[config.mk]
export PLATFORM = sky130hd
export DESIGN_NAME = cfr_peak_detect
export DESIGN_NICKNAME = d
export VERILOG_FILES = /design/src/rtl/cfr_pkg.sv /design/src/rtl/cdc_array_single.sv /design/src/rtl/cfr_peak_window.sv /design/src/rtl/cfr_peak_detect.sv
export SDC_FILE = /design/constraint.sdc
export NUM_CORES = 1
export LEC_CHECK = 0
export ABC_AREA = 1
export CORE_MARGIN = 2
export CORE_UTILIZATION = 55
export DETAILED_ROUTE_END_ITERATION = 10
export GPL_TIMING_DRIVEN = 0
export PLACE_DENSITY = 0.8
export REMOVE_ABC_BUFFERS = 1
export SLEW_MARGIN = 20
export SYNTH_ARGS = -nofsm -noshare
export SYNTH_HDL_FRONTEND = slang
export SYNTH_HIERARCHICAL = 1
export SYNTH_SLANG_ARGS = --single-unit
[constraint.sdc]
create_clock -name clk -period 2.85 [get_ports clk]
set_clock_uncertainty 0.2 [all_clocks]
set_input_delay 0.7125 -clock clk [delete_from_list [all_inputs] [get_ports clk]]
set_output_delay 0.7125 -clock clk [all_outputs]
set_load 0.03 [all_outputs]
[src/rtl/cfr_pkg.sv]
// cfr_pkg -- shared types and constants for the CFR peak detector.
//   HOLDOFF_WIDTH    : width of the holdoff counter and of ctrl_holdoff.
//   PEAK_MAG_WIDTH   : peak_delta width at the default DATA_WIDTH (16 + 1).
//   PEAK_THETA_WIDTH : peak_theta width at the default THETA_WIDTH.
//   peak_rec_t       : registered peak record (delta above threshold, phase).
package cfr_pkg;

  localparam int HOLDOFF_WIDTH    = 8;
  localparam int PEAK_MAG_WIDTH   = 17;
  localparam int PEAK_THETA_WIDTH = 8;

  typedef struct packed {
    logic [PEAK_MAG_WIDTH-1:0]   delta;
    logic [PEAK_THETA_WIDTH-1:0] theta;
  } peak_rec_t;

endpackage

[src/rtl/cdc_array_single.sv]
// cdc_array_single -- per-bit multi-flop synchronizer for quasi-static buses.
//   Parameters: DEST_SYNC_FF (flop stages, >= 2), WIDTH (bus width).
//   Ports: dest_clk (destination clock), src_in (asynchronous source bus),
//          dest_out (bus synchronized into dest_clk).
// No reset: the chain flushes itself within DEST_SYNC_FF cycles.
module cdc_array_single #(
  parameter int DEST_SYNC_FF = 2,
  parameter int WIDTH        = 1
) (
  input  logic             dest_clk,
  input  logic [WIDTH-1:0] src_in,
  output logic [WIDTH-1:0] dest_out
);

  logic [WIDTH-1:0] sync_q [DEST_SYNC_FF];

  always_ff @(posedge dest_clk) begin
    sync_q[0] <= src_in;
    for (int i = 1; i < DEST_SYNC_FF; i++) begin
      sync_q[i] <= sync_q[i-1];
    end
  end

  assign dest_out = sync_q[DEST_SYNC_FF-1];

endmodule

[src/rtl/cfr_peak_window.sv]
// cfr_peak_window -- 3-sample magnitude window and local-maximum compare.
//   Parameters: DATA_WIDTH (magnitude is DATA_WIDTH+1 bits), THETA_WIDTH.
//   Ports: clk, rst (sync, active-high), enable (synchronized detect enable),
//          data_valid/data_r/data_theta (incoming sample = "next"),
//          threshold, holdoff_idle (holdoff counter is zero),
//          hit (combinational: cur is a peak, decided as next is accepted),
//          delta (cur - threshold), theta (phase of the peak sample).
// prev and cur are registered; "next" is the sample presented this cycle,
// so the decision for cur is made in the very cycle its successor arrives.
module cfr_peak_window #(
  parameter int DATA_WIDTH  = 16,
  parameter int THETA_WIDTH = 8
) (
  input  logic                   clk,
  input  logic                   rst,
  input  logic                   enable,
  input  logic                   data_valid,
  input  logic [DATA_WIDTH:0]    data_r,
  input  logic [THETA_WIDTH-1:0] data_theta,
  input  logic [DATA_WIDTH:0]    threshold,
  input  logic                   holdoff_idle,
  output logic                   hit,
  output logic [DATA_WIDTH:0]    delta,
  output logic [THETA_WIDTH-1:0] theta
);

  logic [DATA_WIDTH:0]    prev_q;
  logic [DATA_WIDTH:0]    cur_q;
  logic [THETA_WIDTH-1:0] cur_theta_q;

  // Empty slots read 0, so a freshly cleared window behaves as if preceded
  // by zero-magnitude samples. The phase is only reloaded when the magnitude
  // changes: across a plateau cur keeps the phase of the plateau's first
  // sample, which is the one reported once the plateau falls off.
  always_ff @(posedge clk) begin
    if (rst || !enable) begin
      prev_q      <= '0;
      cur_q       <= '0;
      cur_theta_q <= '0;
    end else if (data_valid) begin
      prev_q <= cur_q;
      cur_q  <= data_r;
      if (data_r != cur_q) begin
        cur_theta_q <= data_theta;
      end
    end
  end

  // Stage 0: decision for cur, made as its successor is accepted.
  always_comb begin
    hit   = data_valid && enable && holdoff_idle &&
            (cur_q > threshold) && (cur_q >= prev_q) && (cur_q > data_r);
    delta = cur_q - threshold;
    theta = cur_theta_q;
  end

endmodule

[src/rtl/cfr_peak_detect.sv]
// cfr_peak_detect -- crest-factor-reduction peak detector on polar samples.
//   Parameters: DATA_WIDTH (magnitude is DATA_WIDTH+1 bits), THETA_WIDTH.
//   Ports: clk, rst (sync, active-high),
//          data_valid_in/data_r_in/data_theta_in : input sample stream,
//          ctrl_enable/ctrl_threshold/ctrl_holdoff : quasi-static controls,
//            each resynchronized into clk through a 2-flop cdc_array_single,
//          peak_valid (1-cycle strobe), peak_delta (magnitude - threshold),
//          peak_theta (phase of the peak); delta/theta hold between peaks.
//   Optional macro CFR_PEAK_DETECT_STATS_EN adds stat_clear (input) and
//   stat_peak_count (saturating 32-bit count of reported peaks).
module cfr_peak_detect
  import cfr_pkg::*;
#(
  parameter int DATA_WIDTH  = 16,
  parameter int THETA_WIDTH = 8
) (
  input  logic                     clk,
  input  logic                     rst,
  input  logic                     data_valid_in,
  input  logic [DATA_WIDTH:0]      data_r_in,
  input  logic [THETA_WIDTH-1:0]   data_theta_in,
  input  logic                     ctrl_enable,
  input  logic [DATA_WIDTH:0]      ctrl_threshold,
  input  logic [HOLDOFF_WIDTH-1:0] ctrl_holdoff,
  output logic                     peak_valid,
  output logic [DATA_WIDTH:0]      peak_delta,
  output logic [THETA_WIDTH-1:0]   peak_theta
`ifdef CFR_PEAK_DETECT_STATS_EN
  ,
  input  logic                     stat_clear,
  output logic [31:0]              stat_peak_count
`endif
);

  logic                     en_s;
  logic [DATA_WIDTH:0]      thr_s;
  logic [HOLDOFF_WIDTH-1:0] hold_s;

  cdc_array_single #(.DEST_SYNC_FF(2), .WIDTH(1)) u_sync_en (
    .dest_clk (clk),
    .src_in   (ctrl_enable),
    .dest_out (en_s)
  );

  cdc_array_single #(.DEST_SYNC_FF(2), .WIDTH(DATA_WIDTH+1)) u_sync_thr (
    .dest_clk (clk),
    .src_in   (ctrl_threshold),
    .dest_out (thr_s)
  );

  cdc_array_single #(.DEST_SYNC_FF(2), .WIDTH(HOLDOFF_WIDTH)) u_sync_hold (
    .dest_clk (clk),
    .src_in   (ctrl_holdoff),
    .dest_out (hold_s)
  );

  logic [HOLDOFF_WIDTH-1:0] holdoff_cnt;
  logic                     hit_p0;
  logic [DATA_WIDTH:0]      delta_p0;
  logic [THETA_WIDTH-1:0]   theta_p0;

  cfr_peak_window #(
    .DATA_WIDTH  (DATA_WIDTH),
    .THETA_WIDTH (THETA_WIDTH)
  ) u_window (
    .clk          (clk),
    .rst          (rst),
    .enable       (en_s),
    .data_valid   (data_valid_in),
    .data_r       (data_r_in),
    .data_theta   (data_theta_in),
    .threshold    (thr_s),
    .holdoff_idle (holdoff_cnt == '0),
    .hit          (hit_p0),
    .delta        (delta_p0),
    .theta        (theta_p0)
  );

  // Stage 1: registered peak strobe and record.
  logic      vld_p1;
  peak_rec_t rec_p1;

  // The holdoff load on a report wins over the per-sample decrement; a
  // loaded value of 0 leaves the counter idle, disabling holdoff.
  always_ff @(posedge clk) begin
    if (rst) begin
      vld_p1      <= 1'b0;
      rec_p1      <= '0;
      holdoff_cnt <= '0;
    end else begin
      vld_p1 <= hit_p0;
      if (hit_p0) begin
        rec_p1 <= '{delta: delta_p0, theta: theta_p0};
      end
      if (!en_s) begin
        holdoff_cnt <= '0;
      end else if (hit_p0) begin
        holdoff_cnt <= hold_s;
      end else if (data_valid_in && (holdoff_cnt != '0)) begin
        holdoff_cnt <= holdoff_cnt - 1'b1;
      end
    end
  end

  assign peak_valid = vld_p1;
  assign peak_delta = rec_p1.delta;
  assign peak_theta = rec_p1.theta;

`ifdef CFR_PEAK_DETECT_STATS_EN
  logic [31:0] stat_cnt_q;

  function automatic logic [31:0] sat_inc32(input logic [31:0] v);
    return (v == 32'hFFFF_FFFF) ? v : v + 32'd1;
  endfunction

  // Clear has priority over a coincident increment.
  always_ff @(posedge clk) begin
    if (rst || stat_clear) begin
      stat_cnt_q <= '0;
    end else if (vld_p1) begin
      stat_cnt_q <= sat_inc32(stat_cnt_q);
    end
  end

  assign stat_peak_count = stat_cnt_q;
`endif

endmodule

==> summary.md, run 1 <==
| Metric | Value |
|---|---|
| Worst R2R End | holdoff_cnt[7]$_SDFFE_PP0P_ |
| Fillers | 831 |
| Mux contribution to synthesized area | 0% |
| Layout cells sized above 1 | 9.59% |
| Max VDD drop | 601 µV |
| # Max-Cap Violations | 0 |
| Commonest non-fill, non-tap cell in the layout | nand2_1 |
| Primary FF master, synth | dfxtp_1 |
| CTS H-Tree Depth | 4 |
| Startpoint Class | input port |
| Largest net degree at the start of global routing | 41 |
| Sequential cell area | 0.00256 mm² |
| IO Pins | 80 |
| Worst slew pin tran | 0.917 ns |
| TritonCTS buffer count | 17 |
| Crit path capture type | register |
| HPWL after DPL | 9.52 mm |
| GPL Wtd Cong | 0.885 |
| Ant. Diodes | 0 |
| Drt first pass iters | 7 |
| Post-synthesis compound-gate area fraction | 12.3% |
| Clock Latency Late Sink | 0.54 ns |
| TritonCTS Sinks | 128 |
| Largest family of logic cells by synthesized area | simple AND/OR/NAND/NOR gates |
| Yosys cell types | 35 |
| CTS Buffer Depth | 2 |
| Synth warnings | 6 |
| Status | complete, no violations |
| Placed Area | 0.00681 mm² |
| Avg Synthesized Cell Area | 7.69 µm² |
| Slew margin rel. | 38.8% |
| Synth Area in XOR/XNOR | 1.44% |
| Root Buffer | clkbuf_8 |
| Hold EP | u_sync_thr/sync_q[0][18]$_DFF_P_ |
| Synthesized flop and latch total | 128 |
| Initial Util | 56.2% |
| Post-synthesis adder-cell area fraction | 11.2% |
| Worst Path Required | 3.08 ns |
| Syn Std Cell Area | 0.00609 mm² |
| CTS tree | done |
| Multi-input gate area | 0.00297 mm² |
| Flop-to-flop setup slack | 0.21 ns |
| WS Path Type | in2reg |
| WL final | 14.2 mm |
| Final Critical Period | 2.78 ns |
| IO Port Bufs | 79 |
| Simple-gate share of the synthesized area | 22.2% |
| Area grow syn2layout | 25.6% |
| Core Footprint | 0.0108 mm² |
| CP arrival | 3.01 ns |
| Cell row count | 38 |
| Min-delay src | u_sync_thr/sync_q[0][1]$_DFF_P_ |
| Routed Antenna Nets | 0 |
| Iteration-0 DRC Markers | 285 |
| Syn Inst Count | 792 |
| Total grt overflow | 0 |
| Final Max Slew Viols | 0 |
| FFs w/ async S/R, synth | 0% |
| Worst r2r path cells | 14 |
| Clk slew on worst S/H paths | 0.06 ns |
| Setup-failing EPs final | 0 |
| Worst-path fanout max | 6 |
| Hold depth | 0 |
| Final nets | 972 |
| Non-filler cells, final | 1016 |
| R2R Path Start | u_window/cur_q[7]$_SDFFE_PP0P_ |
| Initial antenna violation count | 0 |
| Global-route wire length before repair | 22.4 mm |
| Leak Pwr | 3.65 nW |
| Die width | 109 µm |
| Power density cells | 612 mW/mm² |
| Vias in the first global route | 5045 |
| GRT Overall Usage | 24.4% |
| Most frequent cells in the layout | 154 x nand2_1, 127 x dfxtp_1, 122 x nor2_1 |
| Fin. Hold Viols | 0 |
| Dpl cells | 967 |
| Via density | 5.17 |
| Final Cell Area | 0.00765 mm² |
| Register area share after synthesis | 42.1% |
| Hold buffer count at CTS | 0 |
| Post-synth EDFFs | 0 |
| Die Area | 0.0119 mm² |
| DRC Markers | 0 |
| Highest Clock Rate | 360 MHz |
| Period utilisation layout | 97.6% |
| DR vias | 5252 |
| WL per Instance | 13.9 µm |
| Die Span Y | 109 µm |
| Worst min path class | reg2reg |
-- critical path, stage by stage --
cell and delay [ns]:
clkdlybuf4s50_1 0.46, inv_1 0.06, ha_1 0.30, nand2_1 0.09, nor2_2 0.05, buf_4 0.13, a21oi_2 0.21, nand3_2 0.15
nand3_4 0.12, nor2_4 0.05, buf_12 0.14, buf_8 0.13, buf_4 0.16, o21ai_0 0.19, nor2_1 0.07
-- worst max path at each step --
| stage | startpoint | end | cells after the start |
|---|---|---|---|
| final | data_r_in[14] | peak_theta[7]$_SDFFE_PP0P_ | 15 |
| after global routing | data_r_in[12] | peak_delta[8]$_SDFFE_PP0P_ | 16 |
| after CTS | data_r_in[14] | holdoff_cnt[7]$_SDFFE_PP0P_ | 16 |
| after detailed placement | data_r_in[16] | holdoff_cnt[7]$_SDFFE_PP0P_ | 16 |
| after global placement | data_valid_in | holdoff_cnt[7]$_SDFFE_PP0P_ | 9 |
| after floorplan | data_r_in[16] | holdoff_cnt[6]$_SDFFE_PP0P_ | 15 |
-- logic make-up (layout without fill, tap and decap cells) --
group / Yosys count / after routing
xor gates and xnor gates: 10 / 10
DFF: 128 / 128
AOI/OAI and AO/OA: 124 / 124
adders and majority gates: 54 / 54
and+or+nand+nor: 330 / 331
buffers and inverters: 146 / 229
-- cell usage after synthesis, drive strengths merged (11+ instances only) --
| master | number | area (µm²) |
|---|---|---|
| nand2 | 160 | 618 |
| nand3 | 25 | 135 |
| dfxtp | 128 | 2560 |
| o21ai | 36 | 199 |
| a211oi | 35 | 263 |
| inv | 100 | 375 |
| clkbuf | 11 | 41.3 |
| a21oi | 43 | 215 |
| buf | 34 | 228 |
| ha | 53 | 663 |
| nor2 | 130 | 503 |
-- routing by layer --
layer | up-vias | global-route usage, % | wire length, µm
li1 | 2673 | - | -
met1 | 2414 | 28.4 | 6210
met2 | 136 | 41.3 | 6950
met3 | 29 | 6.34 | 665
met4 | 0 | 12.0 | 335
met5 | - | 0 | 0
-- registers in the layout, summed over array words and instances, names as in the netlist --
name,cells
u_window/cur_q,17
u_sync_thr/sync_q,34
peak_theta,8
u_sync_en/sync_q,2
u_window/prev_q,17
holdoff_cnt,8
u_sync_hold/sync_q,16
peak_delta,17
peak_valid,1
u_window/theta,8
-- report_power, final --
part	leakage (nW)	total (mW)	internal [mW]	switching (mW)
registers	1.06	1.91	1.87	0.0496
logic	2.32	0.704	0.293	0.410
clock network	0.274	2.06	1.26	0.798
-- what timing repair did --
action                     in CTS  in global routing
setup endpoints to repair      34                 33
gates resized for setup        12                 16
gates cloned                    1                  3
pin swaps                       1                  6
buffers inserted                4                 10
-- per-stage QoR --
step                      total power, mW  util [%]  hold WS (ns)  setup WS (ns)  setup TNS, ns
final                                4.68      70.6         0.125         0.0689              0
after global routing                 4.89      70.6         0.130        -0.0289         -0.127
after CTS                            4.69      68.9         0.126       -0.00337       -0.00337
after detailed placement             2.60      62.8         0.112          -1.44         -40.15
after global placement               2.57      62.6         0.111          -3.16        -114.67
after floorplan                      2.40         -         0.110         -0.942         -23.52
-- layout make-up --
| cell class | count | area share [%] |
|---|---|---|
| Multi-Input combinational cell | 519 | 38.9 |
| Sequential cell | 128 | 33.5 |
| Timing Repair Buffer | 95 | 12.5 |
| Clock buffer | 18 | 5.59 |
| Inverter | 101 | 5.19 |
| Tap cell | 140 | 2.29 |
| Clock inverter | 13 | 1.80 |
| Timing Repair inverter | 2 | 0.229 |
Power figures use the tool's default switching activity.
==> run 2: changes to the inputs <==
Settings changed: CTS_CLUSTER_DIAMETER set to 120, SYNTH_HIERARCHICAL 1 to not set.
==> summary.md, run 2 <==
| Metric | Value |
|---|---|
| Post-synth top area share | 43.1% (+1.0 points) |
| TritonCTS Sinks | 128 (unchanged) |
| Layout cells sized above 1 | 9.56% (-0.027 points) |
| Routed Antenna Nets | 0 (unchanged) |
| CTS Buffer Depth | 2 (unchanged) |
| DR vias | 5347 (+1.8%) |
| Met3 routed WL | 963 µm (+45%) |
| Primary FF master, synth | dfxtp_1 |
| Setup-failing EPs final | 0 (unchanged) |
| WS Path Type | in2reg |
| R2R Path Start | holdoff_cnt[0]$_SDFFE_PP0P_ |
| Cell row count | 37 (-2.6%) |
| Period utilisation layout | 95.4% (-2.2 points) |
| Most flops, register | u_sync_thr.sync_q |
| Count leader, synth | nand2_1 |
| Syn Inst Count | 760 (-4.0%) |
| Most frequent cells in the layout | 138 x nand2_1, 128 x dfxtp_1, 100 x inv_1 |
| IO Pins | 80 (unchanged) |
| Final Cell Area | 0.00757 mm² (-0.98%) |
| Highest Clock Rate | 368 MHz (+2.3%) |
| IO Port Bufs | 79 (unchanged) |
| # Max-Cap Violations | 0 (unchanged) |
| Die width | 108 µm (-1.2%) |
| Clock Latency Late Sink | 0.53 ns (about the same) |
| Clk slew on worst S/H paths | 0.06 ns (about the same) |
| Drt first pass iters | 5 (-2) |
| Hold depth | 0 (unchanged) |
| WL final | 14.9 mm (+4.9%) |
| Power Total | 4.76 mW (+1.8%) |
| Iteration-0 DRC Markers | 349 (+22%) |
| Commonest cells in the netlist | 138 x nand2_1, 128 x dfxtp_1, 102 x inv_1 |
| Largest register FFs | 34 (unchanged) |
| Die Span Y | 108 µm (-1.2%) |
| Ant. Diodes | 0 (unchanged) |
| CTS tree | done |
| Worst min path class | reg2reg |
| Post-layout util | 72.7% (+2.2 points) |
| Via density | 5.33 (+3.0%) |
| GPL Wtd Cong | 0.916 (+3.5%) |
| Met2 wire len | 7.46 mm (+7.3%) |
| Worst Path Required | 3.11 ns (+0.03 ns) |
| Total grt overflow | 0 (unchanged) |
| Power density cells | 629 mW/mm² (+2.8%) |
| Max VDD drop | 441 µV (-27%) |
| Syn Std Cell Area | 0.00594 mm² (-2.4%) |
| Avg Synthesized Cell Area | 7.82 µm² (+1.7%) |
| Final Max Slew Viols | 0 (unchanged) |
| WL per Instance | 14.8 µm (+6.1%) |
| Leak Pwr | 3.53 nW (-3.2%) |
| Startpoint Class | input port |
| Commonest non-fill, non-tap cell in the layout | nand2_1 |
| Worst slew pin tran | 0.788 ns (-0.129 ns) |
| CP arrival | 2.98 ns (-0.03 ns) |
| Final Critical Period | 2.72 ns (-0.0623 ns) |
| GRT Overall Usage | 26.7% (+2.3 points) |
| Post-synth EDFFs | 0 (unchanged) |
| Core Footprint | 0.0104 mm² (-3.9%) |
| Setup crit start | data_r_in[12] |
| Yosys cell types | 38 (+8.6%) |
| TritonCTS buffer count | 17 (unchanged) |
| Worst-path fanout max | 6 (unchanged) |
| Sum of negative setup slack | 0 ns (unchanged) |
| FFs w/ async S/R, synth | 0% (unchanged) |
| Initial antenna violation count | 0 (unchanged) |
| Global-route wire length before repair | 24.4 mm (+8.8%) |
| CTS H-Tree Depth | 4 (unchanged) |
| HPWL after DPL | 9.83 mm (+3.2%) |
| Worst r2r path cells | 11 (-3) |
| Register area share after synthesis | 43.1% (+1.0 points) |
| Ranking of synthesized cells by area | dfxtp_1 43%, ha_1 11%, nand2_1 8.7%, a21oi_1 6.6%, inv_1 6.4% |
| Dpl cells | 956 (-1.1%) |
| WL met1 | 6.18 mm (-0.50%) |
| Area grow syn2layout | 27.5% |
| Largest net degree at the start of global routing | 41 (unchanged) |
| Synth warnings | 0 (-6) |
| Root Buffer | clkbuf_8 |
| Placed Area | 0.00681 mm² (about the same) |
| Final nets | 962 (-1.0%) |
| DRC Markers | 0 (unchanged) |
| Non-filler cells, final | 1004 (-1.2%) |
| Status | complete, no violations |
| Die Area | 0.0117 mm² (-2.3%) |
| Crit path capture type | register |
| Fin. Hold Viols | 0 (unchanged) |
| Min-delay src | u_sync_hold.sync_q[0][4]$_DFF_P_ |
| Uppermost layer routed | met4 |
| Synthesized flop and latch total | 128 (unchanged) |
| Synth area leader | dfxtp_1 |
| Slew margin rel. | 47.4% (+8.6 points) |
| Initial Util | 57.0% (+0.87 points) |
| Vias in the first global route | 5423 (+7.5%) |
-- run 2: through the flow --
step                      hold WS, ns  setup WS (ns)
after global routing            0.130        -0.0256
after detailed placement        0.112         -0.926
after floorplan                 0.110          0.221
after CTS                       0.126         0.0419
after global placement          0.111          -1.89
final                           0.125          0.131
-- run 2: repair_timing --
action,4_1_cts,5_1_grt
resized for setup,11,7
hold buffers,0,0
pin swaps,2,7
endpoints found under the setup margin,33,33
buffers inserted,2,9
hold endpoints to repair,0,0
gates cloned,4,1
-- run 2: cell families after synthesis --
logic type / count (synthesis) / synth area share (%)
xor gates and xnor gates: 14 / 2.06
AOI/OAI and AO/OA: 172 / 15.4
buffers and inverters: 123 / 8.53
and+or+nand+nor: 270 / 19.6
adders and majority gates: 53 / 11.3
DFF: 128 / 43.1
-- run 2: path summary, 6_finish.rpt --
kind                                       end  slack, ns
max                 peak_delta[7]$_SDFFE_PP0P_       0.13
min          u_sync_hold.sync_q[0][12]$_DFF_P_       0.12
max reg2reg        holdoff_cnt[3]$_SDFFE_PP0P_       0.17
min reg2reg  u_sync_hold.sync_q[0][12]$_DFF_P_       0.12
-- run 2: layout make-up --
type	instances	area, µm²
Clock buffer	22	453
Clock inverter	10	111
Fill cell	795	2840
Inverter	103	390
Multi-Input combinational cell	513	2980
Sequential cell	128	2560
Tap cell	136	170
Timing Repair Buffer	91	898
Timing Repair inverter	1	5.00
-- run 2: routing by layer --
layer,GRT usage [%],up-vias
met3,6.99,26
met5,0,-
met1,31.0,2480
met2,47.5,190
met4,9.52,0
li1,-,2651
-- run 2: where the power goes --
group          switching, mW  internal, mW  leakage (nW)  total (mW)
combinational          0.475         0.305          2.21       0.780
sequential            0.0472          1.87          1.06        1.92
clock                  0.781          1.28         0.271        2.07
total                   1.30          3.46          3.53        4.76
-- run 2: worst max-delay path, stage by stage --
cell             delay, ns
clkdlybuf4s50_1       0.45
inv_1                 0.05
ha_1                  0.30
nand2_1               0.12
nor2_4                0.17
nand2_1               0.09
clkinv_1              0.06
nand4_1               0.12
nand3_4               0.13
nand3_4               0.20
nor2_4                0.18
buf_4                 0.16
o21ai_1               0.07
a21oi_2               0.15
==> run 3: changes to the inputs <==
Settings changed: ABC_AREA 1 to 0, REMOVE_ABC_BUFFERS 1 to not set.
==> summary.md, run 3 <==
| Metric | Value |
|---|---|
| Crit path capture type | register |
| CTS tree | done |
| Synthesized flop and latch total | 128 (unchanged) |
| Cell row count | 37 (unchanged) |
| Syn Std Cell Area | 0.00569 mm² (-4.3%) |
| Most flops, register | u_sync_thr.sync_q |
| Slew margin rel. | 45.1% (-2.3 points) |
| Worst r2r path cells | 11 (unchanged) |
| Net Count, Synth | 681 |
| Commonest cells in the netlist | 128 x dfxtp_1, 78 x nor2_1, 64 x mux2i_1 |
| Syn Inst Count | 574 (-24%) |
| Fin. Hold Viols | 0 (unchanged) |
| Largest net degree at the start of global routing | 17 (-59%) |
| DR vias | 4535 (-15%) |
| Non-filler cells, final | 838 (-17%) |
| Worst-path fanout max | 10 (+4) |
| Largest stage delay, worst path | 0.49 ns (+0.04 ns) |
| HPWL after DPL | 9.49 mm (-3.5%) |
| Post-synth EDFFs | 0 (unchanged) |
| Power Total | 4.97 mW (+4.3%) |
| Hold depth | 0 (unchanged) |
| Worst Path Required | 3.04 ns (-0.07 ns) |
| Hold buffer count at CTS | 0 (unchanged) |
| Worst min path class | reg2reg |
| Largest register FFs | 34 (unchanged) |
| Initial antenna violation count | 0 (unchanged) |
| Die Area | 0.0112 mm² (-4.1%) |
| Ranking of synthesized cells by area | dfxtp_1 45%, ha_1 11%, mux2i_1 11%, nor2_1 5.1%, inv_1 4.2% |
| Clk slew on worst S/H paths | 0.06 ns (about the same) |
| Drt first pass iters | 4 (-1) |
| Routed Antenna Nets | 0 (unchanged) |
| Worst R2R End | peak_delta[11]$_SDFFE_PP0P_ |
| DRC Markers | 0 (unchanged) |
| Startpoint Class | input port |
| Via density | 5.41 (+1.6%) |
| Synth warnings | 0 (unchanged) |
| Final Max Slew Viols | 0 (unchanged) |
| Commonest non-fill, non-tap cell in the layout | dfxtp_1 |
| Die width | 106 µm (-2.1%) |
| Layout cells sized above 1 | 16.7% (+7.1 points) |
| TritonCTS Sinks | 128 (unchanged) |
| Avg Synthesized Cell Area | 9.91 µm² (+27%) |
| Root Buffer | clkbuf_8 |
| Synth area leader | dfxtp_1 |
| Most frequent cells in the layout | 122 x dfxtp_1, 77 x nor2_1, 65 x clkdlybuf4s50_1 |
| GRT Overall Usage | 25.6% (-1.1 points) |
| Flop-to-flop setup slack | 0.05 ns (-0.12 ns) |
| Leak Pwr | 3.48 nW (-1.4%) |
| Primary FF master, synth | dfxtp_1 |
| Initial Util | 55.9% (-1.2 points) |
| Max VDD drop | 322 µV (-27%) |
| CTS Buffer Depth | 2 (unchanged) |
| Crit-path cells | clkdlybuf4s50_1 > inv_1 > ha_4 > nand4_1 > nor2_2 > a211oi_4 > o221ai_4 > nand3_4 > buf_4 > buf_6 > nand3b_1 > o41ai_2 |
| Status | complete, no violations |
| Highest Clock Rate | 353 MHz (-4.1%) |
| Clock Latency Late Sink | 0.53 ns (about the same) |
| Worst slew pin tran | 0.823 ns (+0.0350 ns) |
| Dpl cells | 788 (-18%) |
| GPL Wtd Cong | 0.874 (-4.5%) |
| Final nets | 796 (-17%) |
| WL final | 13.9 mm (-6.5%) |
| Slowest cell on the critical path | clkdlybuf4s50_1 |
| Post-synth top area share | 45.0% (+1.9 points) |
| RSZ-0062 raised after global routing | yes |
| Vias in the first global route | 4613 (-15%) |
| Area grow syn2layout | 35.2% |
| IO Port Bufs | 78 (-1.3%) |
| CTS H-Tree Depth | 4 (unchanged) |
| Min-delay src | u_sync_hold.sync_q[0][3]$_DFF_P_ |
| TritonCTS buffer count | 17 (unchanged) |
| Iteration-0 DRC Markers | 201 (-42%) |
| Pre-CTS setup slack | -1.11 ns (-0.188 ns) |
| Die Span Y | 106 µm (-2.1%) |
| FFs w/ async S/R, synth | 0% (unchanged) |
| IO Pins | 80 (unchanged) |
| Global-route wire length before repair | 22.0 mm (-10%) |
| Register area share after synthesis | 45.0% (+1.9 points) |
| Power density cells | 646 mW/mm² (+2.6%) |
| CP arrival | 3.03 ns (+0.05 ns) |
| Setup-failing EPs final | 0 (unchanged) |
| Core Footprint | 0.0102 mm² (-2.2%) |
| Ant. Diodes | 0 (unchanged) |
| Final setup margin | 0.0147 ns (-0.116 ns) |
| # Max-Cap Violations | 0 (unchanged) |
| R2R Path Start | u_window.cur_q[3]$_SDFFE_PP0P_ |
| Count leader, synth | dfxtp_1 |
| Yosys cell types | 55 (+45%) |
| Period utilisation layout | 99.5% (+4.1 points) |
| Total grt overflow | 0 (unchanged) |
| Sum of negative setup slack | 0 ns (unchanged) |
| WS Path Type | in2reg |
| Hold EP | u_sync_hold.sync_q[0][11]$_DFF_P_ |
| WL per Instance | 16.6 µm (+12%) |
| Final Critical Period | 2.84 ns (+0.116 ns) |
[run 3: cell count changes in the layout (fill, tap and decap cells not counted), moves of 9 or more]
cell	change
inv_1	-45
ha_1	-17
a21o_1	+9
nand2_1	-121
clkdlybuf4s50_1	-13
o21ai_1	-11
nand3_1	-11
ha_4	+11
mux2i_1	+62
o21ai_0	-53
a21oi_1	-57
[run 3: final cells by class]
| class | instances | area (µm²) |
|---|---|---|
| repair buffers | 96 | 935 |
| clock buffers | 19 | 432 |
| fillers | 688 | 2490 |
| well taps | 136 | 170 |
| plain buffers | 17 | 108 |
| inverters | 63 | 256 |
| flip-flops and latches | 128 | 2570 |
| clock inverters | 13 | 185 |
| multi-input cells | 366 | 3030 |
[run 3: metrics by stage]
step	utilization (%)	hold slack [ns]	area [µm²]
after floorplan	-	0.110	5760
after global placement	65.9	0.111	6710
after detailed placement	65.9	0.112	6710
after CTS	74.0	0.121	7540
after global routing	75.5	0.131	7690
final	75.5	0.120	7690
[run 3: how the worst max path moves through the flow]
stage                                    start                     endpoint  slack, ns  depth (start not counted)
2_1_floorplan                    data_r_in[10]   peak_delta[3]$_SDFFE_PP0P_      -0.08                         11
3_3_place_gp                     data_r_in[10]  holdoff_cnt[1]$_SDFFE_PP0P_      -1.02                         12
3_5_place_dp                     data_r_in[10]   peak_delta[3]$_SDFFE_PP0P_      -1.11                         12
4_1_cts        u_window.cur_q[10]$_SDFFE_PP0P_   peak_delta[6]$_SDFFE_PP0P_     -0.004                         11
5_1_grt        u_window.cur_q[13]$_SDFFE_PP0P_   peak_delta[6]$_SDFFE_PP0P_      -0.08                          9
6_report                          data_r_in[2]  peak_delta[11]$_SDFFE_PP0P_       0.01                         12
[run 3: logic make-up after synthesis]
family,synth area share (%)
simple gates,12.8
flops,45.0
compound gates,10.4
buf+inv,5.96
mux,11.3
fa+ha+maj,11.8
xor+xnor,2.77
[run 3: what timing repair did]
action	CTS	global route
pin swaps	13	13
resized for setup	45	30
setup endpoints to repair	42	31
buffers inserted	14	3
cloned	1	0
hold endpoints to repair	0	0
[run 3: metal layers]
layer / GRT usage, % / vias up / share of wire, %
met3: 6.86 / 40 / 5.2
met1: 28.0 / 2140 / 41
met4: 11.0 / 0 / 3.1
li1: - / 2199 / -
met5: 0 / - / 0
met2: 46.2 / 156 / 50
[run 3: report_power, final]
part,switching (mW),internal (mW)
clock network,0.796,1.45
registers,0.0614,1.87
logic,0.413,0.377
[run 3: worst max-delay path, delay by kind of cell]
kind,cells,cell delay [ns]
compound gates,3,0.42
fa+ha+maj,1,0.27
buf+inv,4,0.90
simple gates,4,0.74
